===== src/rtl/freq_meas_pkg.sv =====
// Shared types and default timing constants for the frequency-meter sequencer.
package freq_meas_pkg;

  localparam int CNT_W = 28;

  typedef enum logic [2:0] {
    ST_IDLE   = 3'd0,
    ST_GUARD  = 3'd1,
    ST_GATE   = 3'd2,
    ST_WAIT   = 3'd3,
    ST_RESULT = 3'd4
  } state_t;

  // Gate lengths are stored as (cycles - 1) of the 6 MHz clock
  localparam logic [CNT_W-1:0] DEF_GATE_T0     = 28'd5_999;
  localparam logic [CNT_W-1:0] DEF_GATE_T1     = 28'd59_999;
  localparam logic [CNT_W-1:0] DEF_GATE_T2     = 28'd599_999;
  localparam logic [CNT_W-1:0] DEF_GATE_T3     = 28'd5_999_999;
  localparam logic [CNT_W-1:0] DEF_TIMEOUT_CYC = 28'd6_000_000;
  localparam int               DEF_GUARD_CYC   = 4;
  localparam logic [CNT_W-1:0] DEF_MIN_SQU     = 28'd1000;

endpackage


===== src/rtl/freq_gate_timer.sv =====
// Loadable down counter with terminal-count flag; shared by the guard, gate
// and timeout phases of the sequencer.
module freq_gate_timer
  import freq_meas_pkg::*;
(
  input  logic             clk,
  input  logic             rst_n,
  input  logic             load,
  input  logic [CNT_W-1:0] load_val,
  input  logic             dec,
  output logic             tc
);

  logic [CNT_W-1:0] cnt_r;

  // Reload has priority over decrement; the count parks at zero
  always_ff @(posedge clk or negedge rst_n) begin
    if (!rst_n) begin
      cnt_r <= {CNT_W{1'b0}};
    end else if (load) begin
      cnt_r <= load_val;
    end else if (dec && (cnt_r != {CNT_W{1'b0}})) begin
      cnt_r <= cnt_r - {{(CNT_W-1){1'b0}}, 1'b1};
    end else begin
      cnt_r <= cnt_r;
    end
  end

  assign tc = (cnt_r == {CNT_W{1'b0}});

endmodule


===== src/rtl/freq_meas_seq.sv =====
// Reciprocal-counting frequency-meter sequencer: gate generation, result capture
// with timeout, single/continuous modes. Define FREQ_AUTORANGE_EN for autoranging.
module freq_meas_seq
  import freq_meas_pkg::*;
#(
  parameter logic [CNT_W-1:0] GATE_T0     = DEF_GATE_T0,
  parameter logic [CNT_W-1:0] GATE_T1     = DEF_GATE_T1,
  parameter logic [CNT_W-1:0] GATE_T2     = DEF_GATE_T2,
  parameter logic [CNT_W-1:0] GATE_T3     = DEF_GATE_T3,
  parameter logic [CNT_W-1:0] TIMEOUT_CYC = DEF_TIMEOUT_CYC,
`ifdef FREQ_AUTORANGE_EN
  parameter logic [CNT_W-1:0] MIN_SQU     = DEF_MIN_SQU,
`endif
  parameter int               GUARD_CYC   = DEF_GUARD_CYC
) (
  input  logic             clk_6M,
  input  logic             rst_n,
  input  logic             start,
  input  logic             cont,
  input  logic [1:0]       gate_sel,
  output logic             gate,
  input  logic             core_done,
  input  logic [CNT_W-1:0] core_cntclk,
  input  logic [CNT_W-1:0] core_cntsqu,
  output logic             res_valid,
  input  logic             res_ready,
  output logic [CNT_W-1:0] res_cntclk,
  output logic [CNT_W-1:0] res_cntsqu,
  output logic             res_timeout,
  output logic [1:0]       res_gsel,
  output logic             busy
);

  localparam logic [CNT_W-1:0] GUARD_LOAD   = CNT_W'(GUARD_CYC - 1);
  localparam logic [CNT_W-1:0] TIMEOUT_LOAD = TIMEOUT_CYC - 28'd1;

  state_t           state;
  logic [1:0]       sel_r;
  logic             t_load;
  logic             t_dec;
  logic [CNT_W-1:0] t_val;
  logic             t_tc;
  logic             retry;
  logic             xfer;

  function automatic logic [CNT_W-1:0] gate_len(input logic [1:0] s);
    case (s)
      2'd0:    gate_len = GATE_T0;
      2'd1:    gate_len = GATE_T1;
      2'd2:    gate_len = GATE_T2;
      2'd3:    gate_len = GATE_T3;
      default: gate_len = GATE_T3;
    endcase
  endfunction

`ifdef FREQ_AUTORANGE_EN
  // Too few square periods in this range: step to the next longer gate
  assign retry = (core_cntsqu < MIN_SQU) && (sel_r != 2'd3);
`else
  assign retry = 1'b0;
`endif

  assign xfer = res_valid & res_ready;

  // Timer control: reload at every phase entry, otherwise count down
  always_comb begin
    t_load = 1'b0;
    t_dec  = 1'b0;
    t_val  = GUARD_LOAD;
    case (state)
      ST_IDLE: begin
        if (start) begin
          t_load = 1'b1;
          t_val  = GUARD_LOAD;
        end else begin
          t_load = 1'b0;
        end
      end
      ST_GUARD: begin
        if (t_tc) begin
          t_load = 1'b1;
          t_val  = gate_len(sel_r);
        end else begin
          t_dec = 1'b1;
        end
      end
      ST_GATE: begin
        if (t_tc) begin
          t_load = 1'b1;
          t_val  = TIMEOUT_LOAD;
        end else begin
          t_dec = 1'b1;
        end
      end
      ST_WAIT: begin
        if (core_done) begin
          t_load = 1'b1;
          t_val  = GUARD_LOAD;
        end else begin
          t_dec = 1'b1;
        end
      end
      ST_RESULT: begin
        if (xfer) begin
          t_load = 1'b1;
          t_val  = GUARD_LOAD;
        end else begin
          t_dec = 1'b0;
        end
      end
      default: begin
        t_load = 1'b0;
      end
    endcase
  end

  freq_gate_timer u_timer (
    .clk      (clk_6M),
    .rst_n    (rst_n),
    .load     (t_load),
    .load_val (t_val),
    .dec      (t_dec),
    .tc       (t_tc)
  );

  // Sequencer state machine with registered outputs
  always_ff @(posedge clk_6M or negedge rst_n) begin
    if (!rst_n) begin
      state       <= ST_IDLE;
      sel_r       <= 2'd0;
      gate        <= 1'b0;
      res_valid   <= 1'b0;
      res_cntclk  <= {CNT_W{1'b0}};
      res_cntsqu  <= {CNT_W{1'b0}};
      res_timeout <= 1'b0;
      res_gsel    <= 2'd0;
      busy        <= 1'b0;
    end else begin
      case (state)
        ST_IDLE: begin
          if (start) begin
            sel_r <= gate_sel;
            busy  <= 1'b1;
            state <= ST_GUARD;
          end else begin
            state <= ST_IDLE;
          end
        end
        ST_GUARD: begin
          if (t_tc) begin
            gate  <= 1'b1;
            state <= ST_GATE;
          end else begin
            state <= ST_GUARD;
          end
        end
        ST_GATE: begin
          if (t_tc) begin
            gate  <= 1'b0;
            state <= ST_WAIT;
          end else begin
            state <= ST_GATE;
          end
        end
        ST_WAIT: begin
          // A done pulse on the last wait cycle beats the timeout
          if (core_done && retry) begin
            sel_r <= sel_r + 2'd1;
            state <= ST_GUARD;
          end else if (core_done) begin
            res_cntclk  <= core_cntclk;
            res_cntsqu  <= core_cntsqu;
            res_timeout <= 1'b0;
            res_gsel    <= sel_r;
            res_valid   <= 1'b1;
            state       <= ST_RESULT;
          end else if (t_tc) begin
            res_cntclk  <= {CNT_W{1'b0}};
            res_cntsqu  <= {CNT_W{1'b0}};
            res_timeout <= 1'b1;
            res_gsel    <= sel_r;
            res_valid   <= 1'b1;
            state       <= ST_RESULT;
          end else begin
            state <= ST_WAIT;
          end
        end
        ST_RESULT: begin
          if (xfer) begin
            res_valid <= 1'b0;
            if (cont) begin
              state <= ST_GUARD;
            end else begin
              busy  <= 1'b0;
              state <= ST_IDLE;
            end
          end else begin
            state <= ST_RESULT;
          end
        end
        default: begin
          gate      <= 1'b0;
          res_valid <= 1'b0;
          busy      <= 1'b0;
          state     <= ST_IDLE;
        end
      endcase
    end
  end

endmodule


===== config.mk =====
export PLATFORM = sky130hd
export DESIGN_NAME = freq_meas_seq
export DESIGN_NICKNAME = d
export VERILOG_FILES = /design/src/rtl/freq_meas_pkg.sv /design/src/rtl/freq_gate_timer.sv /design/src/rtl/freq_meas_seq.sv
export SDC_FILE = /design/constraint.sdc
export NUM_CORES = 1
export LEC_CHECK = 0
export CORE_MARGIN = 4
export CORE_UTILIZATION = 40
export CTS_CLUSTER_DIAMETER = 50
export CTS_CLUSTER_SIZE = 40
export DETAILED_ROUTE_END_ITERATION = 7
export HOLD_SLACK_MARGIN = 0.12
export PLACE_DENSITY = 0.71
export SYNTH_ARGS = -nofsm -noshare
export SYNTH_HDL_FRONTEND = slang
export SYNTH_SLANG_ARGS = --single-unit
export TNS_END_PERCENT = 50

===== constraint.sdc =====
create_clock -name clk_6M -period 8.1 [get_ports clk_6M]
set_clock_uncertainty 0.05 [all_clocks]
set_input_delay 0.81 -clock clk_6M [delete_from_list [all_inputs] [get_ports clk_6M]]
set_output_delay 0.81 -clock clk_6M [all_outputs]
set_load 0.02 [all_outputs]

== Word level (Yosys, flattened, before mapping) ==
Index checks and enable logic that the tools add are counted.
Storage, ports and cells
  bits in registers: 95
  latch bits: 0
  RAM bits: 0
  memory bits (read-only): 0
  bits of input ports: 64
  output and inout bits: 62
  logic and storage cells: 82
  memories kept: 0
Operators by class
  $add $sub $neg: 1
  multiply operators: 0
  divide/modulo/power cells: 0
  order comparisons: 0
  eq/ne operators: 13
  shift-type cells: 0
  multiplexer cells: 38
  bitwise logic cells: 4
  reductions and logical operators: 16
Operators with widths (number)
  two-way mux 28 bit: 6
  case mux 28 bit (4 select lines): 1
  case mux 28 bit (2 select lines): 1
  logical NOT 28 bit: 1
  nonzero test 28 bit: 1
  subtractor 28 x 1 -> 28 bit (second input constant): 1
  two-way mux 23 bit: 1
  two-way mux 1 bit: 17
  case mux 3 bit (5 select lines): 1
  != test 2 bit (second input constant): 5
  two-way mux 3 bit: 3
  case mux 1 bit (3 select lines): 3
  OR reduction 3 bit: 3
  == test 3 x 2 -> 1 bit (second input constant): 2
  two-way mux 2 bit: 3
  AND reduction 3 bit: 2
  == test 2 bit (second input constant): 2
  case mux 1 bit (4 select lines): 1
  AND reduction 2 bit: 2
  AND reduction 4 bit: 1
  nonzero test 2 bit: 2
  == test 3 x 1 -> 1 bit (second input constant): 1
  == test 3 bit (second input constant): 1
  logical NOT 3 bit: 1
  other kinds (8): 10

== Logic depth before layout (Yosys ltp) ==
Gate-level depths: netlist of the first run.
  word-level depth: 6
  mapped depth: 9
  gate-level depth less buffers: 8

== Hierarchy ==
A second synthesis of the first run with hierarchy kept.
Unflattened totals
  cells, all modules: 418
  area, all modules: 4514.3 µm²
By module, submodules not included
  freq_meas_seq: instances 1, cells an instance 215, area an instance 2770.2 µm², seq. area each 1676.6 µm²
  freq_gate_timer: instances 1, cells an instance 203, area an instance 1744.2 µm², seq. area each 700.7 µm²

== Worst setup path after synthesis of the first run ==
No wires, ideal clock.
  path kind: register -> register
  start point: register u_timer.cnt_r[18]
  end point: register u_timer.cnt_r[6]
  library setup time: 124 ps
  arrival time: 2444 ps
  data required time: 7926 ps
  path slack: 5483 ps
  cell stages (with the launch flop): 9
  buffers on the path: 2
  clock period less this slack: 2617 ps
  cells stage by stage: dfrtp_1 or4_4 or3_1 buf_6 or4b_4 o211ai_2 buf_6 a21boi_0 o21ai_1
Between the ends
  word-level cells in the longest chain between the ends: 5
  elaborated cells on any way between the ends: 12
  classes of those cells: mux (8); reduce/logical (4)
Ends and longest elaborated chain
  start: declaration: line freq_gate_timer.sv:14  | logic [CNT_W-1:0] cnt_r;
  start signal: assignment: line freq_gate_timer.sv:19  | cnt_r <= {CNT_W{1'b0}};
  start signal: assignment: line freq_gate_timer.sv:21  | cnt_r <= load_val;
  start signal: assignment: line freq_gate_timer.sv:23  | cnt_r <= cnt_r - {{(CNT_W-1){1'b0}}, 1'b1};
  logical NOT 28 bit: line freq_gate_timer.sv:29  | assign tc = (cnt_r == {CNT_W{1'b0}});
  two-way mux 1 bit: line freq_meas_seq.sv:80, freq_meas_seq.sv:88
  case mux 1 bit (2 select lines): line freq_meas_seq.sv:70  | case (state)
  logical AND 1 bit: line freq_gate_timer.sv:22  | end else if (dec && (cnt_r != {CNT_W{1'b0}})) begin
  nonzero test 2 bit (no source line)
Parallel ways exist; a longest one is shown, timed or not.
A chain may end at the register's enable or synchronous reset.

== Worst setup path after layout of the first run ==
  start point: register u_timer.cnt_r[11]
  end point: register u_timer.cnt_r[5]
Same word-level chain as after synthesis.

==> results by group, run 1 <==
STA
  • Normalized max-slew margin: 0.265
  • Time the worst path needs with I/O delays and setup: 3570 ps
  • Unrepaired setup endpoints after global routing: false
  • Worst setup slack after layout: 4530 ps
  • Achievable Freq: around 0.28 GHz
  • Final-report max-slew violation count: 0
  • Final setup violation count: 0
  • Setup total negative slack: 0 ps
  • Share of the cycle needed by the critical path after routing: 0.441
  • Number of hold violations in the final report: 0
  • Worst slew pin tran: between 1000 and 1500 ps

Cells and area
  • Count of filler cells inserted in the layout: ~930
  • Share of cells above drive strength 1: 0.0662
  • Inserted Diodes: 0
  • Nets: between 500 and 600
  • Layout-stage area growth over the synthesis result: 35.6%

Logic synthesis
  • Share of synthesized registers carrying an async set or reset: 1.00
  • Top cell type by total area after synthesis: dfrtp_1
  • Post-synth top area share: 0.539
  • Sequential cell area fraction in the yosys report: 0.539
  • Synth Area per Inst: about 11 sq um
  • Post-synth EDFFs: 0
  • Number of distinct standard cells referenced by the synthesized netlist: between 50 and 60
  • Seq cells post-synth: 95
  • Net Count, Synth: between 400 and 500
  • Top flip-flop cell by instance count after synthesis: dfrtp_1
  • Cell types with the largest area share after synthesis: dfrtp_1 (54%), a22o_1 (11%), nor2_1 (3.1%)
  • Cell Area, Synth: between 0.004 and 0.005 sq mm
  • Post-Syn Instances: 410
  • Warning count from the yosys run: 0

Global routing
  • Global-route wire length before repair: around 20 mm
  • Combined global-route utilization of all metal layers: 0.193
  • Via count of the first global-routing pass: about 3.9k
  • Largest net degree at the start of global routing: between 70 and 80
  • Number of antenna violations at the first check in global routing: 0
  • Overflow left after global routing: 0

Die
  • Die height: 113 um
  • Die W: approximately 110 um
  • I/O pins: around 130
  • Row cnt: 38
  • Total die area: about 0.013 sq mm
  • Core Region: around 0.011 sq mm
  • Initial Utilization: 0.409

Placed design
  • Final Wtd Congestion: roughly 0.9
  • Port buffer count: ~130
  • Detailed-placement wirelength estimate: 8.45 mm
  • DP Worst Slack: 4230 ps

Clock network
  • Number of buffers inserted for hold repair after clock tree synthesis: 0
  • Root buf cell: clkbuf_8
  • Number of post-CTS setup repair buffers: 0
  • # resized after CTS: 0
  • CTS max path bufs: 2
  • H-tree Lvls: 3
  • Source-to-sink clock delay at the later pin of the worst-skew pair: 370 ps
  • Worst-path clk slew: ~100 ps
  • CTS tree: done
  • Clock sink count: 95
  • Total clock buffers created by CTS: 9

Setup path
  • Startpoint types: flip-flop
  • Critical setup path kind: flip-flop to flip-flop
  • Critical path capture point type: flip-flop
  • Worst Path Arrival: about 3800 ps
  • Required time at the worst-slack endpoint: 8310 ps
  • Maximum fanout along the worst path: 14

Outcome
  • Run status: finished, final reports clean

Job
  • Max_cap viols: 0

Drt
  • Detailed-route wire length: between 10 and 15 mm
  • Via total after detailed routing: between 3k and 4k
  • Number of violations reported at the end of detailed-routing iteration 0: about 220
  • Detailed-route vias per instance: approximately 5.7
  • Antenna Nets Post-Route: 0
  • DRC viols: 0
  • Detailed Routing Iterations Pass 1: 5
  • WL per Instance: 18.0 um

Power
  • Leakage power figure: around 0.0026 uW
  • Total Power Consumption: between 1000 and 1500 uW
  • Max rail drop VDD: roughly 0.000088 V
  • Pwr Density: about 190 mW/mm^2

Hold path
  • Class of the most critical hold timing path: primary input to asynchronous set/reset pin
-- per-layer routing --
metal / GRT usage / up-vias / routed length [um]
li1: - / 1772 / -
met1: 0.255 / 1806 / 5230
met2: 0.285 / 189 / 5270
met3: 0.0834 / 28 / 1250
met4: 0.0673 / 0 / 294
met5: 0 / - / 0
-- path summary, 6_finish.rpt --
path | start | to | slack [ps] | depth (start not counted)
hold reg to reg | res_gsel[0] | res_gsel[0] | 440 | 2
setup reg to reg | u_timer.cnt_r[11] | u_timer.cnt_r[5] | 4530 | 6
min in group clk_6M | res_gsel[0] | res_gsel[0] | 440 | 2
setup / recovery | u_timer.cnt_r[11] | u_timer.cnt_r[5] | 4530 | 6
hold / removal | rst_n | u_timer.cnt_r[14] | 280 | 1
max in group asynchronous | rst_n | res_cntsqu[15] | 6520 | 2
-- synth_stat cells, types with 2 or more instances --
| cell | n |
|---|---|
| o21a_1 | 3 |
| a21o_1 | 2 |
| a311oi_1 | 3 |
| nand2b_1 | 3 |
| nand2_1 | 26 |
| nor4b_1 | 2 |
| xor2_1 | 3 |
| nand4_1 | 7 |
| o21ai_0 | 16 |
| o311ai_0 | 2 |
| xnor2_1 | 5 |
| o21ai_1 | 2 |
| o211ai_1 | 3 |
| ha_1 | 9 |
| inv_1 | 7 |
| dfrtp_1 | 95 |
| a22o_1 | 56 |
| and4_1 | 2 |
| buf_6 | 3 |
| a21oi_1 | 20 |
| or3_1 | 7 |
| o22a_1 | 2 |
| nor2_1 | 36 |
| nand3_1 | 12 |
| and3_1 | 2 |
| clkbuf_1 | 21 |
| nor4_1 | 8 |
| a2bb2oi_1 | 2 |
| a211oi_1 | 5 |
| mux2i_1 | 2 |
| a31oi_1 | 4 |
| nor3_1 | 12 |
| or2_2 | 2 |
-- cell type report --
cell class                 instances  area [sq um]  area share
sequential                        95          2380       0.398
multi-input combinational        282          1900       0.318
timing repair buffer             129          1280       0.214
tap                              140           175      0.0293
clock buffer                      10           128      0.0213
clock inverter                     6          91.3      0.0153
inverter                           7          26.3     0.00439
-- critical path, stage by stage, from the launching register on --
cell and delay (ps):
dfrtp_1 440, nor4_1 660, nand4_1 530, nor3_2 950, o211ai_2 430, o21a_1 240, o22a_1 170
-- state kept, by name, summed over array words and instances (netlist names) --
name and flops:
res_gsel 2, u_timer.cnt_r 28, res_cntsqu 28, res_cntclk 28
state 3, res_timeout 1, gate 1, res_valid 1
sel_r 2, busy 1
-- power by group --
part           total [uW]  internal, uW  switching [uW]
Clock                 348           176             172
Combinational         199          95.8             104
Sequential            574           520            54.2
Total                1120           792             330
-- cell families (layout without fill, tap and decap cells) --
kind of cell    count (synthesis)  count (layout)  synth area share
compound gates                132             132             0.227
simple gates                  131             131             0.154
flops                          95              95             0.539
buf+inv                        33             152            0.0335
fa+ha+maj                       9               9            0.0255
xor+xnor                        8               8            0.0159
mux                             2               2           0.00454
-- per-stage QoR --
| step | hold WS [ps] | cells | area, sq um | util |
|---|---|---|---|---|
| after floorplan | 406 | 410 | 4410 | - |
| after global placement | 419 | 653 | 5760 | 0.534 |
| after detailed placement | 425 | 653 | 5760 | 0.534 |
| after CTS | 285 | 669 | 5980 | 0.554 |
| after global routing | 289 | 669 | 5980 | 0.554 |
| final | 283 | 669 | 5980 | 0.554 |
-- placed cells by master (no fill, tap or decap), types with 9 or more instances in the layout --
| master | n |
|---|---|
| o21ai_0 | 16 |
| a22o_1 | 56 |
| nor2_1 | 36 |
| clkbuf_8 | 9 |
| nand2_1 | 26 |
| a21oi_1 | 20 |
| ha_1 | 9 |
| nand3_1 | 12 |
| nor3_1 | 12 |
| clkdlybuf4s50_1 | 124 |
| dfrtp_1 | 95 |
Power figures use the tool's default switching activity.
==> inputs of run 2 (changes only) <==
Clock period 8.1 ns to 3.49 ns, I/O delays scaled along.
==> run 2 against run 1 <==
Clock power is 100% higher; final area is 0.17% higher; wire length is 1.5% higher; count of clock-buffer cells in the layout stayed put; sequential share of layout area is 0.066 points lower; worst setup slack worse by 3900 ps; first-iteration DRC count is 18% higher; sequential power is 130% higher; hold slack better by 160 ps; total power is 120% higher; critical endpoint is now u_timer.cnt_r[4]; largest power group unchanged.
==> results by group, run 2 (synthesized netlist as in run 1, its figures left out) <==
Clock network
  • H-tree Lvls: 3 (unchanged)
  • Number of buffers inserted for hold repair after clock tree synthesis: 1 (+1)
  • Total clock buffers created by CTS: 9 (unchanged)
  • Clock sink count: 95 (unchanged)
  • CTS tree: done
  • Root buf cell: clkbuf_8
  • Source-to-sink clock delay at the later pin of the worst-skew pair: 370 ps (about the same)
  • # resized after CTS: 0 (unchanged)
  • CTS max path bufs: 2 (unchanged)
  • Number of post-CTS setup repair buffers: 0 (unchanged)
  • Worst-path clk slew: 100 ps (about the same)

Hold path
  • Endpoint, Worst Hold: res_gsel[1]
  • Min-Delay Startpoint: res_gsel[1]
  • Worst hold stages: 2
  • Class of the most critical hold timing path: flip-flop to flip-flop

STA
  • Setup total negative slack: 0 ps (unchanged)
  • Normalized max-slew margin: 0.457 (+0.192)
  • Worst setup slack after layout: 613 ps (-3920 ps)
  • Share of the cycle needed by the critical path after routing: 0.824 (+0.383)
  • Final setup violation count: 0 (unchanged)
  • Number of hold violations in the final report: 0 (unchanged)
  • Time the worst path needs with I/O delays and setup: 2880 ps (-694 ps)
  • Worst slew pin tran: 815 ps (-288 ps)
  • Achievable Freq: 0.348 GHz (+24%)
  • Final-report max-slew violation count: 0 (unchanged)
  • Unrepaired setup endpoints after global routing: false

Placed design
  • Placed cell areas: 0.00579 sq mm (+0.54%)
  • DP Worst Slack: 597 ps (-3640 ps)
  • Detailed-placement wirelength estimate: 8.77 mm (+3.7%)
  • Final Wtd Congestion: 0.896 (-1.2%)
  • Port buffer count: 125 (unchanged)

Setup path
  • Terminus of the critical flop-to-flop path: u_timer.cnt_r[4]
  • Launch point of the critical path: u_timer.cnt_r[18]
  • Critical path capture point type: flip-flop
  • Required time at the worst-slack endpoint: 3720 ps (-4590 ps)
  • Reg2Reg Launch Point: u_timer.cnt_r[18]
  • Maximum fanout along the worst path: 10 (-4)
  • Worst Path Arrival: 3110 ps (-670 ps)
  • Slack of the worst reg-to-reg path: 610 ps (-3920 ps)
  • Number of cells on the worst reg-to-reg path: 6 (unchanged)
  • Critical setup path kind: flip-flop to flip-flop
  • Startpoint types: flip-flop

Cells and area
  • Total area of multi-input combinational cells: 0.00190 sq mm (-0.33%)
  • Most frequent standard cell in the layout excluding fill and tap cells: clkdlybuf4s50_1
  • Layout-stage area growth over the synthesis result: 35.8%
  • Share of cells above drive strength 1: 0.0748 (+0.00860)
  • Share of the core filled with cells in the final layout: 0.555 (+0.000927)
  • Nets: 603 (+1.0%)
  • Most frequent cells in the layout: clkdlybuf4s50_1 (124), dfrtp_1 (95), a22o_1 (56)
  • Summed area of non-filler cells in the final layout: 0.00599 sq mm (+0.17%)
  • Count of filler cells inserted in the layout: 921 (-0.65%)
  • Largest registers ranked by flip-flop count: res_cntclk: 28 flops, res_cntsqu: 28 flops, u_timer.cnt_r: 28 flops
  • Inserted Diodes: 0 (unchanged)
  • Reg area: 0.00238 sq mm (unchanged)

Drt
  • Via total after detailed routing: 3830 (+0.92%)
  • WL per Instance: 18.1 um (+0.58%)
  • Detailed-route wire length: 12.2 mm (+1.5%)
  • DRC viols: 0 (unchanged)
  • Number of violations reported at the end of detailed-routing iteration 0: 253 (+18%)
  • Detailed Routing Iterations Pass 1: 5 (unchanged)
  • Detailed-route vias per instance: 5.67 (about the same)
  • Antenna Nets Post-Route: 0 (unchanged)

Power
  • Clk network pwr share: 0.284 (-0.026)
  • Proportion of power drawn by flip-flops and latches: 0.535 (+0.023)
  • Internal power: 1720 uW (+120%)
  • Reported net switching power: 776 uW (+140%)
  • Switching Fraction: 0.311 (+0.0170)
  • Pwr Density: 417 mW/mm^2 (+120%)
  • Leakage power figure: 0.00261 uW (+0.52%)
  • Max rail drop VDD: 0.000247 V (+180%)
  • Combinational fraction of design power: 0.181 (+0.003)

Global routing
  • Largest net degree at the start of global routing: 62 (-13%)
  • Number of antenna violations at the first check in global routing: 0 (unchanged)
  • Via count of the first global-routing pass: 4028 (+2.6%)
  • Global-route wire length before repair: 20.2 mm (+1.3%)
  • Combined global-route utilization of all metal layers: 0.195 (+0.00146)
  • Overflow left after global routing: 0 (unchanged)

Outcome
  • Run status: finished, final reports clean

Die
  • Row cnt: 38 (unchanged)
  • Core Region: 0.0108 sq mm (unchanged)
  • Die W: 113 um (unchanged)
  • Initial Utilization: 0.409 (unchanged)
  • I/O pins: 126 (unchanged)
  • Total die area: 0.0128 sq mm (unchanged)
  • Die height: 113 um (unchanged)

Job
  • Max_cap viols: 0 (unchanged)
[run 2: cell types whose count changed in the layout (fill, tap and decap cells not counted), sizes merged]
cell / previous run / this run
buf: 5 / 10
bufinv: 2 / 0
inv: 9 / 11
clkinv: 2 / 1
clkinvlp: 0 / 1
dlygate4sd3: 0 / 1
[run 2: per-layer routing]
metal / GRT usage / wire length [um]
met3: 0.0904 / 1420
met1: 0.251 / 5020
met2: 0.294 / 5580
met4: 0.0561 / 196
met5: 0 / 0
[run 2: area by class of cell]
class                   count  area share
well taps                 140      0.0292
inverters                   7     0.00439
flip-flops and latches     95       0.397
clock inverters             6     0.00836
repair buffers            135       0.221
multi-input cells         282       0.317
clock buffers              10      0.0230
[run 2: through the flow]
step / total power (uW) / hold slack [ps] / std cells
after global routing: 2620 / 484 / 675
after CTS: 2510 / 448 / 675
after global placement: 1780 / 402 / 658
final: 2500 / 440 / 675
after detailed placement: 1800 / 378 / 658
after floorplan: 1600 / 3.41 / 410
[run 2: worst max-delay path: stages (launching register included)]
cell	delay, ps
dfrtp_1	450
or4_4	560
or3_1	460
or3_1	470
nand2_1	370
o21ai_0	170
a211oi_1	260
[run 2: power by group through the flow]
stage | logic, uW | clock network (uW) | registers, uW
2_1_floorplan | 272 | 0 | 1320
3_3_place_gp | 438 | 0 | 1340
3_5_place_dp | 449 | 0 | 1350
4_1_cts | 451 | 724 | 1330
5_1_grt | 505 | 763 | 1350
6_report | 451 | 709 | 1340
[run 2: worst max path at each step]
stage	to	depth (start not counted)
6_report	u_timer.cnt_r[4]	6
5_1_grt	u_timer.cnt_r[11]	6
4_1_cts	u_timer.cnt_r[20]	6
3_5_place_dp	u_timer.cnt_r[5]	8
3_3_place_gp	u_timer.cnt_r[17]	6
2_1_floorplan	u_timer.cnt_r[6]	8
